### config.mk
export PLATFORM = sky130hd
export DESIGN_NAME = reset_sequencer
export DESIGN_NICKNAME = d
export VERILOG_FILES = /design/src/rtl/reset_sequencer.sv
export SDC_FILE = /design/constraint.sdc
export NUM_CORES = 1
export LEC_CHECK = 0
export ABC_AREA = 1
export CORE_MARGIN = 2
export CORE_UTILIZATION = 38
export DETAILED_ROUTE_END_ITERATION = 8
export GPL_ROUTABILITY_DRIVEN = 0
export PLACE_DENSITY = 0.63
export SLEW_MARGIN = 20
export SYNTH_ARGS = -nofsm -noshare
export SYNTH_HDL_FRONTEND = slang
export SYNTH_SLANG_ARGS = --single-unit
### constraint.sdc
create_clock -name baseclk -period 1.97 [get_ports baseclk]
set_input_delay 0.197 -clock baseclk [delete_from_list [all_inputs] [get_ports baseclk]]
set_output_delay 0.197 -clock baseclk [all_outputs]
set_load 0.02 [all_outputs]
### src/rtl/reset_sequencer.sv
// rtl/reset_sequencer.sv - ordered release of subsystem resets with soft-reset arbitration
module reset_sequencer #(
    parameter int NSTAGE    = 3,
    parameter int NREQ      = 2,
    parameter int HOLD      = 8,
    parameter int STAGE_DLY = 16
) (
    input  logic              baseclk,
    input  logic              asyncrst_n,
    input  logic [NREQ-1:0]   soft_rst_req,
    output logic [NSTAGE-1:0] stage_rst_n,
    output logic              all_ready,
    output logic              busy,
    output logic [NREQ-1:0]   soft_rst_ack,
    output logic [7:0]        seq_count
);

    // Delay counter only has to reach the longer of the two phase lengths minus one.
    localparam int MAXD = (HOLD > STAGE_DLY) ? HOLD : STAGE_DLY;
    localparam int CW   = $clog2(MAXD + 1);
    localparam int IW   = $clog2(NSTAGE + 1);

    typedef enum logic [1:0] {
        ASSERT  = 2'd0,
        RELEASE = 2'd1,
        DONE    = 2'd2
    } state_t;

    state_t            state_q, state_d;
    logic [CW-1:0]     cnt_q, cnt_d;
    logic [IW-1:0]     idx_q, idx_d;      // number of stages already released
    logic [NSTAGE-1:0] stage_q, stage_d;
    logic              ready_q, ready_d;
    logic              busy_q, busy_d;
    logic [NREQ-1:0]   ack_q, ack_d;
    logic [7:0]        seq_q, seq_d;
    logic [NREQ-1:0]   cur_q, cur_d;      // requesters served by the run in progress
    logic [NREQ-1:0]   nxt_q, nxt_d;      // requesters that arrived too late and wait for the next run

    // State and registered outputs; reset takes effect immediately, independent of the clock.
    always_ff @(posedge baseclk or negedge asyncrst_n) begin
        if (!asyncrst_n) begin
            state_q <= ASSERT;
            cnt_q   <= '0;
            idx_q   <= '0;
            stage_q <= '0;
            ready_q <= 1'b0;
            busy_q  <= 1'b1;
            ack_q   <= '0;
            seq_q   <= '0;
            cur_q   <= '0;
            nxt_q   <= '0;
        end else begin
            state_q <= state_d;
            cnt_q   <= cnt_d;
            idx_q   <= idx_d;
            stage_q <= stage_d;
            ready_q <= ready_d;
            busy_q  <= busy_d;
            ack_q   <= ack_d;
            seq_q   <= seq_d;
            cur_q   <= cur_d;
            nxt_q   <= nxt_d;
        end
    end

    // Next-state logic: hold phase, staggered releases, then idle/ack and restart arbitration.
    always_comb begin
        state_d = state_q;
        cnt_d   = cnt_q;
        idx_d   = idx_q;
        stage_d = stage_q;
        ready_d = ready_q;
        busy_d  = busy_q;
        ack_d   = '0;
        seq_d   = seq_q;
        cur_d   = cur_q;
        nxt_d   = nxt_q;

        case (state_q)
            ASSERT: begin
                // Late joiners during the hold phase ride along with this run.
                cur_d = cur_q | soft_rst_req;
                if (cnt_q == CW'(HOLD - 1)) begin
                    stage_d = NSTAGE'(1);
                    idx_d   = IW'(1);
                    cnt_d   = '0;
                    state_d = RELEASE;
                end else begin
                    cnt_d = cnt_q + CW'(1);
                end
            end
            RELEASE: begin
                // Releases are already under way, so new requests need a fresh run.
                nxt_d = nxt_q | soft_rst_req;
                if (cnt_q == CW'(STAGE_DLY - 1)) begin
                    cnt_d = '0;
                    if (idx_q == IW'(NSTAGE)) begin
                        state_d = DONE;
                        ready_d = 1'b1;
                        busy_d  = 1'b0;
                        ack_d   = cur_q;
                        if ((|cur_q) && (seq_q != 8'hFF)) begin
                            seq_d = seq_q + 8'd1;
                        end
                        cur_d = '0;
                    end else begin
                        for (int k = 1; k < NSTAGE; k++) begin
                            if (idx_q == IW'(k)) begin
                                stage_d[k] = 1'b1;
                            end
                        end
                        idx_d = idx_q + IW'(1);
                    end
                end else begin
                    cnt_d = cnt_q + CW'(1);
                end
            end
            DONE: begin
                // A queued set forces a restart after exactly one idle cycle.
                if (|(nxt_q | soft_rst_req)) begin
                    state_d = ASSERT;
                    stage_d = '0;
                    ready_d = 1'b0;
                    busy_d  = 1'b1;
                    cnt_d   = '0;
                    idx_d   = '0;
                    cur_d   = nxt_q | soft_rst_req;
                    nxt_d   = '0;
                end
            end
            default: begin
                state_d = ASSERT;
            end
        endcase
    end

    assign stage_rst_n  = stage_q;
    assign all_ready    = ready_q;
    assign busy         = busy_q;
    assign soft_rst_ack = ack_q;
    assign seq_count    = seq_q;

endmodule

==> impl_metrics.yaml, run 1 <==
global_route:
  grt_max_degree: 29
  grt_pass1_wl_um: 6110
  grt-ovfl-total: 0
  grt_pass1_vias: 1347
  antenna_found_initial: 0
  grtUsageTotal_pct: 14.9
cells_and_area:
  fin_nets: 258
  drive_above_1_share_pct: 11.6
  layout_commonest_cell: "nand2_1"
  most-common-layout-cells: "nand2_1, inv_1, dfrtp_1, nor2_1, clkdlybuf4s50_1"
  postLayoutCellArea_um2: 2020
  area_growth_pct: 19.2
  fillers: 451
  antennaDiodeCount: 0
sta:
  tns_ns: 0
  max_freq_ghz: 0.580
  final.min_clock_period_ns: 1.72
  hold_viol: 0
  tightest_slew_ns: 0.349
  finalSetupViolCount: 0
  maxSlewViolCount: 0
  finalClockSkew_ns: 0.00130
  rsz0062_at_grt: "false"
  relSlewSlack_pct: 76.8
  period_share_pct: 87.5
setup_path:
  crit_path_start_kind: "flip-flop"
  r2r_cells: 9
  r2r_slack_ns: 0.25
  cp_max_fo: 5
  critPathArrivalTime_ns: 1.90
  end_kind: "flip-flop"
  cp.required_ns: 2.15
  crit_type: "flip-flop to flip-flop"
route:
  dr.pass1.iters: 4
  drt_iter0_markers: 61
  num_vias: 1367
  via_per_inst: 4.67
  routed_wl_um: 3210
  wl_per_cell_um: 10.9
  ant_nets: 0
  drc: 0
logic_synthesis:
  synth-seq-area-share_pct: 41.5
  postSynthAreaPerCell_um2: 7.76
  synth_warnings: 0
  syn_area_um2: 1690
  postSynth.asyncResetShare_pct: 100
  yosys_most_used_dff: "dfrtp_1"
  syn_nets: 234
  ys_ff_latch: 28
  synth_top_cell_by_area: "dfrtp_1"
  synth_top_area_share_pct: 39.9
  synthTopCellsByArea: "dfrtp_1, nand2_1, ha_1"
  synth_edf_count: 0
  synth.distinct_cells: 26
  synth_cells: 218
min_path:
  hold_path.class: "input port to asynchronous set/reset pin"
clock_tree:
  htree_levels: 1
  tritoncts: "built"
  post_cts.repair.setup_buffers: 0
  clk_latency_ns: 0.27
  clk_pin_slew_ns: 0.10
  cts.path.max_buffers: 2
  cts_hold_buf: 0
  cts_buffers: 3
  clock_sinks: 28
  cts-resized-gates: 0
  root_buffer: "clkbuf_8"
die:
  core_area_um2: 4320
  die-area_um2: 5000
  chipHeight_um: 70.7
  start_util_pct: 39.1
  fp-row-count: 24
  die_x_um: 70.7
  io_pins: 19
power:
  p_leak_nw: 1.02
  p_clk_share_pct: 43.5
  p_sw_mw: 0.197
  vdd_drop_max_v: 0.000419
  cellPowerDensity_nw_per_um2: 521
  p_int_mw: 0.853
  swShare_pct: 18.7
  pwr-share-comb_pct: 1.8
  seqPwrFrac_pct: 54.7
status:
  outcome: "finished clean"
run:
  drv_cap: 0
placement:
  dpl_cell_area_um2: 1940
  dp_hpwl_um: 2430
  place.port_buffers: 18
==> cell families (layout without fill, tap and decap cells) <==
family | count (synthesis) | count (layout) | share of synthesized area [%]
AO/OA/AOI/OAI | 27 | 27 | 9.32
XOR/XNOR | 5 | 5 | 2.59
adder cells (fa/ha/maj) | 12 | 12 | 8.88
buffers and inverters | 34 | 57 | 7.91
flip-flops | 28 | 28 | 41.5
AND/OR/NAND/NOR | 112 | 112 | 29.8
==> per-stage QoR <==
stage | power [mW] | utilization (%) | instances | hold WS (ns) | worst slack [ns]
global placement | 0.606 | 45.0 | 289 | 0.485 | 0.299
floorplan | 0.586 | - | 218 | -0.0986 | 0.400
global route | 1.10 | 46.6 | 293 | 0.324 | 0.0893
CTS | 1.07 | 46.6 | 293 | 0.298 | 0.234
finish | 1.05 | 46.6 | 293 | 0.290 | 0.247
detailed placement | 0.606 | 45.0 | 289 | 0.486 | 0.234
==> flip-flops by register name (all words and copies together) (netlist names) <==
| signal | count |
|---|---|
| cur_q | 2 |
| state_q | 2 |
| stage_rst_n | 3 |
| seq_count | 8 |
| cnt_q | 5 |
| soft_rst_ack | 2 |
| nxt_q | 2 |
| busy | 1 |
| all_ready | 1 |
| idx_q | 2 |
==> critical path: stages, from the launching register on <==
cell and delay, ns:
dfrtp_1 0.41, ha_1 0.21, nand2_1 0.12, nor2_1 0.07, ha_1 0.22, a21oi_2 0.25
nand3b_1 0.20, inv_2 0.04, nand2_1 0.05, nand2_1 0.04
==> routing by layer <==
| metal | share of wire (%) | global-route usage (%) | up-vias | routed length (um) |
|---|---|---|---|---|
| li1 | - | - | 719 | - |
| met2 | 46 | 24.2 | 21 | 1470 |
| met1 | 49 | 20.3 | 625 | 1580 |
| met3 | 4.2 | 3.56 | 2 | 134 |
| met4 | 0.56 | 3.14 | 0 | 18 |
| met5 | 0 | 0 | - | 0 |
==> Yosys cell counts (2+ instances only) <==
cell type,number
inv_1,28
o21ai_0,14
ha_1,12
xor2_1,4
nand2_1,66
dfrtp_1,27
nand2_2,4
nor2_2,6
nor2_1,19
a21oi_1,2
inv_2,4
nand3b_1,2
nand2_4,2
nand3_1,8
o21bai_1,3
o21ai_1,6
nand4_1,2
==> final cells by class <==
| type | instances | area [um^2] | area share, % |
|---|---|---|---|
| inverter | 33 | 126 | 6.27 |
| timing repair buffer | 20 | 195 | 9.68 |
| multi-input combinational | 156 | 856 | 42.5 |
| clock buffer | 3 | 41.3 | 2.05 |
| tap | 52 | 65.1 | 3.23 |
| clock inverter | 1 | 30.0 | 1.49 |
| sequential | 28 | 702 | 34.8 |
==> worst paths after layout <==
kind                         endpoint  startpoint
setup / recovery           state_q[0]    cnt_q[0]
hold / removal             state_q[1]  asyncrst_n
setup reg to reg           state_q[0]    cnt_q[0]
hold reg to reg                  busy        busy
max in group asynchronous        busy  asyncrst_n
min in group baseclk             busy        busy
==> power by group through the flow <==
| stage | sequential (mW) | clock (mW) | combinational, mW |
|---|---|---|---|
| after floorplan | 0.586 | 0 | 0.0000513 |
| after global placement | 0.586 | 0 | 0.0203 |
| after detailed placement | 0.586 | 0 | 0.0206 |
| after CTS | 0.574 | 0.475 | 0.0205 |
| after global routing | 0.575 | 0.503 | 0.0231 |
| final | 0.574 | 0.456 | 0.0193 |
Note: power is estimated with default switching activity, not from simulation.
==> run 2, diff against run 1 <==
Settings changed: CTS_BUF_LIST set to sky130_fd_sc_hd__clkbuf_16.
==> impl_metrics.yaml, run 2 (same netlist as run 1, synthesis figures left out) <==
placement:
  place.port_buffers: 18
  dp_cells: 289
  dpl_cell_area_um2: 1940
  dp_hpwl_um: 2430
setup_path:
  r2r_cells: 9
  critPathArrivalTime_ns: 1.87
  r2r-start: "cnt_q[1]"
  r2r_slack_ns: 0.25
  end_kind: "flip-flop"
  r2r-end: "seq_count[6]"
  crit_type: "flip-flop to flip-flop"
  cp.required_ns: 2.13
  cp_max_fo: 10
  crit_path_start_kind: "flip-flop"
clock_tree:
  root_buffer: "clkbuf_16"
  htree_levels: 1
  cts_buffers: 3
  cts-resized-gates: 0
  tritoncts: "built"
  post_cts.repair.setup_buffers: 0
  cts.path.max_buffers: 2
  cts_hold_buf: 0
  clock_sinks: 28
  clk_pin_slew_ns: 0.07
  clk_latency_ns: 0.26
run:
  drv_cap: 0
sta:
  finalClockSkew_ns: 0.00229
  rsz0062_at_grt: "false"
  finalSetupViolCount: 0
  max_freq_ghz: 0.582
  hold_viol: 0
  final.min_clock_period_ns: 1.72
  tns_ns: 0
  relSlewSlack_pct: 76.9
  tightest_slew_ns: 0.347
  period_share_pct: 87.2
  maxSlewViolCount: 0
cells_and_area:
  fin_cells: 293
  drive_above_1_share_pct: 11.6
  largest_reg_flops: 8
  final_util_pct: 47.4
  postLayoutCellArea_um2: 2050
  area_growth_pct: 21.2
  fin_nets: 258
  most-common-layout-cells: "nand2_1, inv_1, dfrtp_1, nor2_1, clkdlybuf4s50_1"
  antennaDiodeCount: 0
  layout_commonest_cell: "nand2_1"
power:
  vdd_drop_max_v: 0.000309
  cellPowerDensity_nw_per_um2: 585
  p_leak_nw: 1.03
global_route:
  grt_pass1_wl_um: 6200
  grtUsageTotal_pct: 15.1
  grt-ovfl-total: 0
  antenna_found_initial: 0
  grt_max_degree: 29
  grt_pass1_vias: 1357
die:
  fp-row-count: 24
  start_util_pct: 39.1
  core_area_um2: 4320
  chipHeight_um: 70.7
  die_x_um: 70.7
  die-area_um2: 5000
  io_pins: 19
status:
  outcome: "finished clean"
route:
  ant_nets: 0
  drt_iter0_markers: 51
  wl_per_cell_um: 11.1
  dr.pass1.iters: 4
  via_per_inst: 4.65
  drc: 0
  routed_wl_um: 3260
  num_vias: 1363
min_path:
  hold_path.class: "input port to asynchronous set/reset pin"
-- run 2: cell types whose count changed in the layout (fill, tap and decap cells not counted) --
cell | before | now
clkbuf_16 | 0 | 3
clkbuf_8 | 3 | 0
-- run 2: critical path, stage by stage, from the launching register on --
cell and delay [ns]:
dfrtp_1 0.37, ha_1 0.17, nand2_1 0.10, nor2_1 0.15
ha_1 0.24, nand3_2 0.14, a21oi_4 0.15, nand2_4 0.11
o21ai_1 0.13, nand2_1 0.05
-- run 2: worst max-delay path by stage --
stage             start           end  slack (ns)  cells past startpoint
6_report       cnt_q[1]  seq_count[6]        0.25                      9
5_1_grt        cnt_q[1]  seq_count[6]         0.1                      9
4_1_cts        cnt_q[1]  seq_count[6]        0.23                      9
3_5_place_dp   cnt_q[0]  seq_count[6]        0.23                      9
3_3_place_gp   cnt_q[0]  seq_count[6]        0.30                      9
2_1_floorplan  cnt_q[0]  seq_count[6]        0.40                      9
-- run 2: final cells by class --
class | count | area, um^2
Clock inverter | 1 | 30.0
Multi-Input combinational cell | 156 | 856
Inverter | 33 | 126
Clock buffer | 3 | 75.1
Fill cell | 446 | 2270
Tap cell | 52 | 65.1
Sequential cell | 28 | 702
Timing Repair Buffer | 20 | 195
-- run 2: metal layers --
| metal | GRT usage (%) | wire [um] | vias up |
|---|---|---|---|
| met5 | 0 | 0 | - |
| met4 | 3.56 | 26 | 0 |
| met3 | 3.13 | 134 | 4 |
| met2 | 25.3 | 1500 | 21 |
| met1 | 20.2 | 1600 | 620 |
| li1 | - | - | 718 |
-- run 2: power by group --
group / internal [mW] / switching (mW)
registers: 0.574 / 0.0000000000000836
clock network: 0.405 / 0.200
logic: 0.00660 / 0.0125
-- run 2: metrics by stage --
stage	worst slack [ns]	hold slack (ns)	total power, mW
5_1_grt	0.0998	0.359	1.25
6_report	0.252	0.309	1.20
4_1_cts	0.231	0.328	1.21
3_5_place_dp	0.234	0.486	0.606
2_1_floorplan	0.400	-0.0986	0.586
3_3_place_gp	0.299	0.485	0.606
==> run 3, diff against run 2 <==
Settings changed: CORE_MARGIN 2 to 4, SKIP_CTS_REPAIR_TIMING set to 1, SLEW_MARGIN 20 to 25.
==> impl_metrics.yaml, run 3 (same netlist as run 1, synthesis figures left out) <==
sta:
  tightest_slew_ns: 0.354
  finalClockSkew_ns: 0.00272
  hold_viol: 0
  period_share_pct: 88.6
  finalSetupViolCount: 0
  rsz0062_at_grt: "false"
  final.min_clock_period_ns: 1.75
  relSlewSlack_pct: 76.4
  max_freq_ghz: 0.573
  tns_ns: 0
  maxSlewViolCount: 0
cells_and_area:
  final_util_pct: 47.4
  fin_nets: 258
  postLayoutCellArea_um2: 2050
  antennaDiodeCount: 0
  layout_commonest_cell: "nand2_1"
  largest_reg_flops: 8
  fin_cells: 293
  area_growth_pct: 21.2
  most-common-layout-cells: "nand2_1, inv_1, dfrtp_1, nor2_1, clkdlybuf4s50_1"
  fillers: 439
  drive_above_1_share_pct: 11.6
route:
  num_vias: 1357
  drc: 0
  ant_nets: 0
  via_per_inst: 4.63
  drt_iter0_markers: 39
  wl_per_cell_um: 11.1
  dr.pass1.iters: 6
  routed_wl_um: 3260
placement:
  place.port_buffers: 18
  dp_hpwl_um: 2490
  dpl_cell_area_um2: 1940
  dp_cells: 289
clock_tree:
  clk_pin_slew_ns: 0.07
  cts_buffers: 3
  htree_levels: 1
  root_buffer: "clkbuf_16"
  cts.path.max_buffers: 2
  clock_sinks: 28
  clk_latency_ns: 0.27
  tritoncts: "built"
global_route:
  grt_pass1_wl_um: 5940
  antenna_found_initial: 0
  grt-ovfl-total: 0
  grt_max_degree: 29
  grtUsageTotal_pct: 13.9
  grt_pass1_vias: 1358
min_path:
  hold_path.class: "input port to asynchronous set/reset pin"
setup_path:
  cp.required_ns: 2.13
  critPathArrivalTime_ns: 1.90
  end_kind: "flip-flop"
  crit_path_start_kind: "flip-flop"
  cp_max_fo: 10
  crit_type: "flip-flop to flip-flop"
die:
  chipHeight_um: 74.7
  io_pins: 19
  die_x_um: 74.7
  start_util_pct: 39.1
  die-area_um2: 5580
  fp-row-count: 24
  core_area_um2: 4320
status:
  outcome: "finished clean"
power:
  cellPowerDensity_nw_per_um2: 585
  p_leak_nw: 1.03
  power_mw: 1.20
  vdd_drop_max_v: 0.000278
run:
  drv_cap: 0
-- run 3: metal layers --
metal	share of wire [%]	global-route usage, %	up-vias
li1	-	-	721
met1	50	18.5	603
met2	44	22.2	28
met3	4.1	2.80	5
met4	1.7	5.34	0
met5	0	0	-
-- run 3: power breakdown --
| group | internal [mW] | leakage (nW) | switching [mW] |
|---|---|---|---|
| combinational | 0.00660 | 0.650 | 0.0127 |
| clock | 0.405 | 0.0511 | 0.199 |
| sequential | 0.575 | 0.331 | 0.0000000000000795 |
-- run 3: final cells by class --
| class | instances | area, um^2 | share of cell area, % |
|---|---|---|---|
| clock buffer | 3 | 75.1 | 3.66 |
| clock inverter | 1 | 30.0 | 1.47 |
| inverter | 33 | 126 | 6.17 |
| multi-input combinational | 156 | 856 | 41.8 |
| sequential | 28 | 702 | 34.2 |
| tap | 52 | 65.1 | 3.17 |
| timing repair buffer | 20 | 195 | 9.52 |
-- run 3: path summary, 6_finish.rpt --
path	startpoint	endpoint	slack (ns)	cells past startpoint
setup reg to reg	cnt_q[1]	seq_count[6]	0.22	9
setup / recovery	cnt_q[1]	seq_count[6]	0.22	9
hold reg to reg	busy	busy	0.50	2
max in group asynchronous	asyncrst_n	busy	1.36	2
hold / removal	asyncrst_n	state_q[0]	0.31	2
min in group baseclk	busy	busy	0.50	2
-- run 3: worst max-delay path, stage by stage, from the launching register on --
cell     delay, ns
dfrtp_1       0.37
ha_1          0.18
nand2_1       0.11
nor2_1        0.15
ha_1          0.24
nand3_2       0.14
a21oi_4       0.16
nand2_4       0.11
o21ai_1       0.13
nand2_1       0.05
-- run 3: metrics by stage --
stage               hold WS [ns]  worst slack (ns)
floorplan                -0.0986             0.400
global placement           0.492             0.294
detailed placement         0.486             0.229
CTS                        0.325             0.216
global route               0.356            0.0548
finish                     0.310             0.224
==> patch 1: new RTL, config.mk and constraints of run 3 <==
Make the reset (`asyncrst_n`) synchronous in one clocked block.
--- a/src/rtl/reset_sequencer.sv
+++ b/src/rtl/reset_sequencer.sv
@@ -39,5 +39,5 @@
 
     // State and registered outputs; reset takes effect immediately, independent of the clock.
-    always_ff @(posedge baseclk or negedge asyncrst_n) begin
+    always_ff @(posedge baseclk) begin
         if (!asyncrst_n) begin
             state_q <= ASSERT;
Function: differs if asyncrst_n is asserted again (counterexample within 10 cycles, from zero or initial values and one cycle with asyncrst_n low); with asyncrst_n held inactive, the same outputs for 10 cycles.
==> patch 1 against run 3 <==
Worst hold slack improved by 0.14 ns; critical path type unchanged; area after synthesis fell by 0.44%; design area fell by 2.5%; synthesized cell count rose by 8.3%; sequential share of layout area fell by 6.2 points; wire length fell by 2.3%; sequential cell count did not move; worst setup slack improved by 0.018 ns.
Power is not compared: it rests on default switching activity, and its combinational part moved more than twofold at a synthesized area within 25%.
==> patch 1: results (changes against run 3) <==
Status
  – Status: finished, final reports clean (unchanged)

Finish
  – Multi-input logic area: 936 µm² (was 856 µm²)
  – ANT cells: 0 (unchanged)
  – Fraction of layout cells with a size suffix above 1: 13.3% (was 11.6%)
  – Clock buf/inv share: 3.94% (was 5.13%)
  – Total Nets Final: 272 (was 258)
  – FILL cells: 443 (was 439)
  – Invs w/o clock: 40 (was 33)
  – NonClk Buf Share: 10.4% (was 9.52%)

STA
  – Clock skew: 0.00450 ns (was 0.00272 ns)
  – Period utilization: 87.7% (was 88.6%)
  – Actual slew at the worst max-slew pin: 0.415 ns (was 0.354 ns)

Critical path
  – Critical-path maximum fanout: 4 (was 10)
  – Arr. time, crit path: 1.88 ns (was 1.90 ns)
  – R2R depth: 11 (was 9)
  – Crit Reg-Reg Endpoint: all_ready (was seq_count[6])
  – R2R setup slack: 0.24 ns (was 0.22 ns)
  – FF-to-FF Start: cnt_q[0] (was cnt_q[1])

Hold path
  – Hold Path Class: flop to flop (was primary input to asynchronous set/reset pin)

GRT
  – Total GRT Usage: 12.7% (was 13.9%)
  – Vias in the first global route: 1276 (was 1358)

Placed design
  – Worst slack, placed: 0.229 ns (about the same)
  – Placed wire-length estimate: 2490 µm (about the same)

Logic synthesis
  – Mapped Nets: 252 (was 234)
  – Top cells by area, synth: dfxtp_1, nand2_1, ha_1 (was dfrtp_1, nand2_1, ha_1)
  – Seq/Total Area, Yosys: 33.3% (was 41.5%)
  – Commonest cells in the synthesized netlist: nand2_1, inv_1, nor2_1 (was nand2_1, inv_1, dfrtp_1)
  – Asr flop ratio synth: 0% (was 100%)
  – Netlist cell types: 28 (was 26)

Drt
  – Routed WL: 3180 µm (was 3260 µm)
  – Via density: 4.63 (about the same)
  – Drt first pass iters: 4 (was 6)
  – DR iter-0 viols: 64 (was 39)

Clocking
  – Root Driver: clkbuf_16 (unchanged)
  – CTS Buf Count: 3 (unchanged)

Power
  – Clock group total power: ~0.46 mW
-- patch 1: changes by cell type after synthesis, sizes merged, moves of 3 or more --
cell	run 3	this run
a21oi	4	11
inv	33	39
buf	1	5
nand3	10	17
o21ai	20	7
dfrtp	27	0
nor2	25	37
nand4	2	7
o21bai	3	0
dfxtp	0	28
nand2	72	59
nor3	1	4
-- patch 1: per-stage QoR --
step                instances  total power, mW  instance area (µm²)
finish                    305             1.99                 2000
global route              305             2.17                 2000
CTS                       305             2.02                 2000
detailed placement        301             1.54                 1920
global placement          301             1.54                 1920
floorplan                 236             1.36                 1680
-- patch 1: how the worst min path moves through the flow --
stage	cells past startpoint	to	slack, ns
6_report	2	stage_rst_n[0]	0.45
3_5_place_dp	2	stage_rst_n[0]	0.45
3_3_place_gp	2	stage_rst_n[0]	0.44
5_1_grt	2	stage_rst_n[0]	0.48
4_1_cts	2	stage_rst_n[0]	0.46
2_1_floorplan	4	nxt_q[1]	0.43
-- patch 1: per-layer routing --
layer | track usage [%] | up-vias | routed length (µm)
met2 | 19.4 | 14 | 1420
met5 | 0 | - | 0
met3 | 2.84 | 2 | 62
met1 | 18.5 | 625 | 1680
li1 | - | 772 | -
met4 | 2.37 | 0 | 24
-- patch 1: critical path, stage by stage (launching register included) --
cell     delay [ns]
dfxtp_1        0.37
ha_1           0.18
nand2_1        0.08
nor2_1         0.14
ha_2           0.24
nand2_1        0.08
nand2_1        0.14
nand2_1        0.11
nor2_1         0.13
nand2_1        0.08
nand2_1        0.06
nor2_1         0.03
-- patch 1: kinds of logic after synthesis --
group                    after synthesis  synth area share (%)
flip-flops                            28                  33.3
buffers and inverters                 45                  11.3
XOR/XNOR                               5                  2.60
AND/OR/NAND/NOR                      126                  37.2
AO/OA/AOI/OAI                         20                  6.69
adder cells (fa/ha/maj)               12                  8.92
==> patch 2: new RTL, settings of run 3 <==
Made on the original files. The parameter `HOLD` goes from 8 to 16.
--- a/src/rtl/reset_sequencer.sv
+++ b/src/rtl/reset_sequencer.sv
@@ -3,5 +3,5 @@
     parameter int NSTAGE    = 3,
     parameter int NREQ      = 2,
-    parameter int HOLD      = 8,
+    parameter int HOLD      = 16,
     parameter int STAGE_DLY = 16
 ) (
Check against the original RTL: not equivalent (Yosys sat finds a counterexample within 10 cycles, from zero or initial values and one cycle with asyncrst_n low).
==> patch 2 against run 3 <==
Power down 12%; wire length is 1.8% higher; design area fell by 4.7%; worst setup slack better by 0.083 ns; sequential cell count stayed put; area after synthesis shrank 3.8%.
==> patch 2: results (changes against run 3) <==
Drt
  – DR iter-0 viols: 73 (was 39)
  – Routed WL: 3320 µm (was 3260 µm)
  – Drt first pass iters: 4 (was 6)
  – Via count: 1372 (was 1357)

GRT
  – Initial antenna violation count: 0 (unchanged)
  – Vias in the first global route: 1288 (was 1358)
  – First-pass GRT wire length: 5710 µm (was 5940 µm)
  – Largest net degree at the start of global routing: 29 (unchanged)
  – Remaining global-route overflow: 0 (unchanged)
  – Total GRT Usage: 13.5% (was 13.9%)

Critical path
  – Critical path's slowest cell: dfrtp_1 (unchanged)
  – Critical-path maximum fanout: 9 (was 10)
  – Arr. time, crit path: 1.81 ns (was 1.90 ns)
  – Largest stage delay on the critical path: 0.42 ns (was 0.37 ns)

Finish
  – Total Nets Final: 248 (was 258)
  – Fraction of layout cells with a size suffix above 1: 6.84% (was 11.6%)
  – ANT cells: 0 (unchanged)
  – Largest register FFs: 8 (unchanged)

Clocking
  – CTS Buf Count: 3 (unchanged)
  – Max H-tree Level: 1 (unchanged)
  – Clock transition at path regs: 0.07 ns (about the same)
  – Clk_lat worst skew: 0.26 ns
  – Root Driver: clkbuf_16 (unchanged)
  – Maximum root-to-sink buffer count: 2 (unchanged)

Logic synthesis
  – Asr flop ratio synth: 100% (unchanged)
  – Yosys warns: 0 (unchanged)
  – Mapped Nets: 224 (was 234)
  – Netlist cell types: 22 (was 26)
  – Commonest cells in the synthesized netlist: nand2_1, dfrtp_1, inv_1 (was nand2_1, inv_1, dfrtp_1)
  – Post-synth top flop: dfrtp_1 (unchanged)
  – Top cells by area, synth: dfrtp_1, nand2_1, ha_1 (unchanged)
  – Seq/Total Area, Yosys: 43.1% (was 41.5%)

Power
  – Leakage: 0.987 nW (was 1.03 nW)
  – Int Power: 0.853 mW (was 0.986 mW)
  – Worst vdd ir: 0.497 mV (was 0.278 mV)

STA
  – # setup viols final: 0 (unchanged)
  – Clock skew: 0.00327 ns (was 0.00272 ns)
  – Relative slew slack: 72.6% (was 76.4%)

Placed design
  – # port buffers: 18 (unchanged)
  – Worst slack, placed: 0.293 ns (was 0.229 ns)
  – Placed wire-length estimate: 2510 µm (was 2490 µm)

Status
  – Status: finished, final reports clean (unchanged)

Hold path
  – Hold Path Class: primary input to asynchronous set/reset pin (unchanged)
-- patch 2: cell families after synthesis --
group | after synthesis | share of synthesized area (%)
buffers and inverters | 25 | 6.46
AOI/OAI and AO/OA | 21 | 6.61
DFF | 28 | 43.1
xor gates and xnor gates | 6 | 3.23
and+or+nand+nor | 122 | 33.7
adders and majority gates | 9 | 6.92
-- patch 2: stage by stage --
stage	cell area [µm²]	cells	util [%]	total power, mW
global route	1950	284	48.1	1.10
finish	1950	284	48.1	1.06
global placement	1870	280	46.2	0.607
detailed placement	1870	280	46.2	0.607
floorplan	1630	211	-	0.586
CTS	1950	284	48.1	1.07
-- patch 2: area by class of cell --
class,count,area [µm²]
Sequential cell,28,702
Timing Repair Buffer,21,203
Clock inverter,1,3.75
Clock buffer,3,75.1
Inverter,23,86.3
Multi-Input combinational cell,158,821
Tap cell,50,62.6
Fill cell,422,2100
-- patch 2: power by group through the flow --
stage          clock network (mW)  logic [mW]  registers (mW)
2_1_floorplan                   0   0.0000321           0.586
3_3_place_gp                    0      0.0211           0.586
3_5_place_dp                    0      0.0210           0.586
4_1_cts                     0.475      0.0210           0.574
5_1_grt                     0.501      0.0231           0.574
6_report                    0.461      0.0195           0.575
-- patch 2: worst max-delay path: cells and delay by family, from the launching register on --
kind / cells / cell delay, ns
flops: 1 / 0.42
buf+inv: 3 / 0.40
simple gates: 4 / 0.34
fa+ha+maj: 1 / 0.33
compound gates: 1 / 0.05
-- patch 2: routing by layer --
layer / GRT usage [%] / routed length [µm]
met1: 18.8 / 1630
met2: 21.3 / 1510
met3: 3.42 / 147
met4: 2.41 / 30
met5: 0 / 0
-- patch 2: worst paths after layout --
| path | from | to | slack (ns) | cells past startpoint |
|---|---|---|---|---|
| min in group baseclk | stage_rst_n[2] | stage_rst_n[2] | 0.47 | 2 |
| hold / removal | asyncrst_n | stage_rst_n[0] | 0.31 | 2 |
| setup reg to reg | state_q[0] | all_ready | 0.31 | 9 |
| setup / recovery | state_q[0] | all_ready | 0.31 | 9 |
| max in group asynchronous | asyncrst_n | busy | 1.36 | 2 |
| hold reg to reg | stage_rst_n[2] | stage_rst_n[2] | 0.47 | 2 |
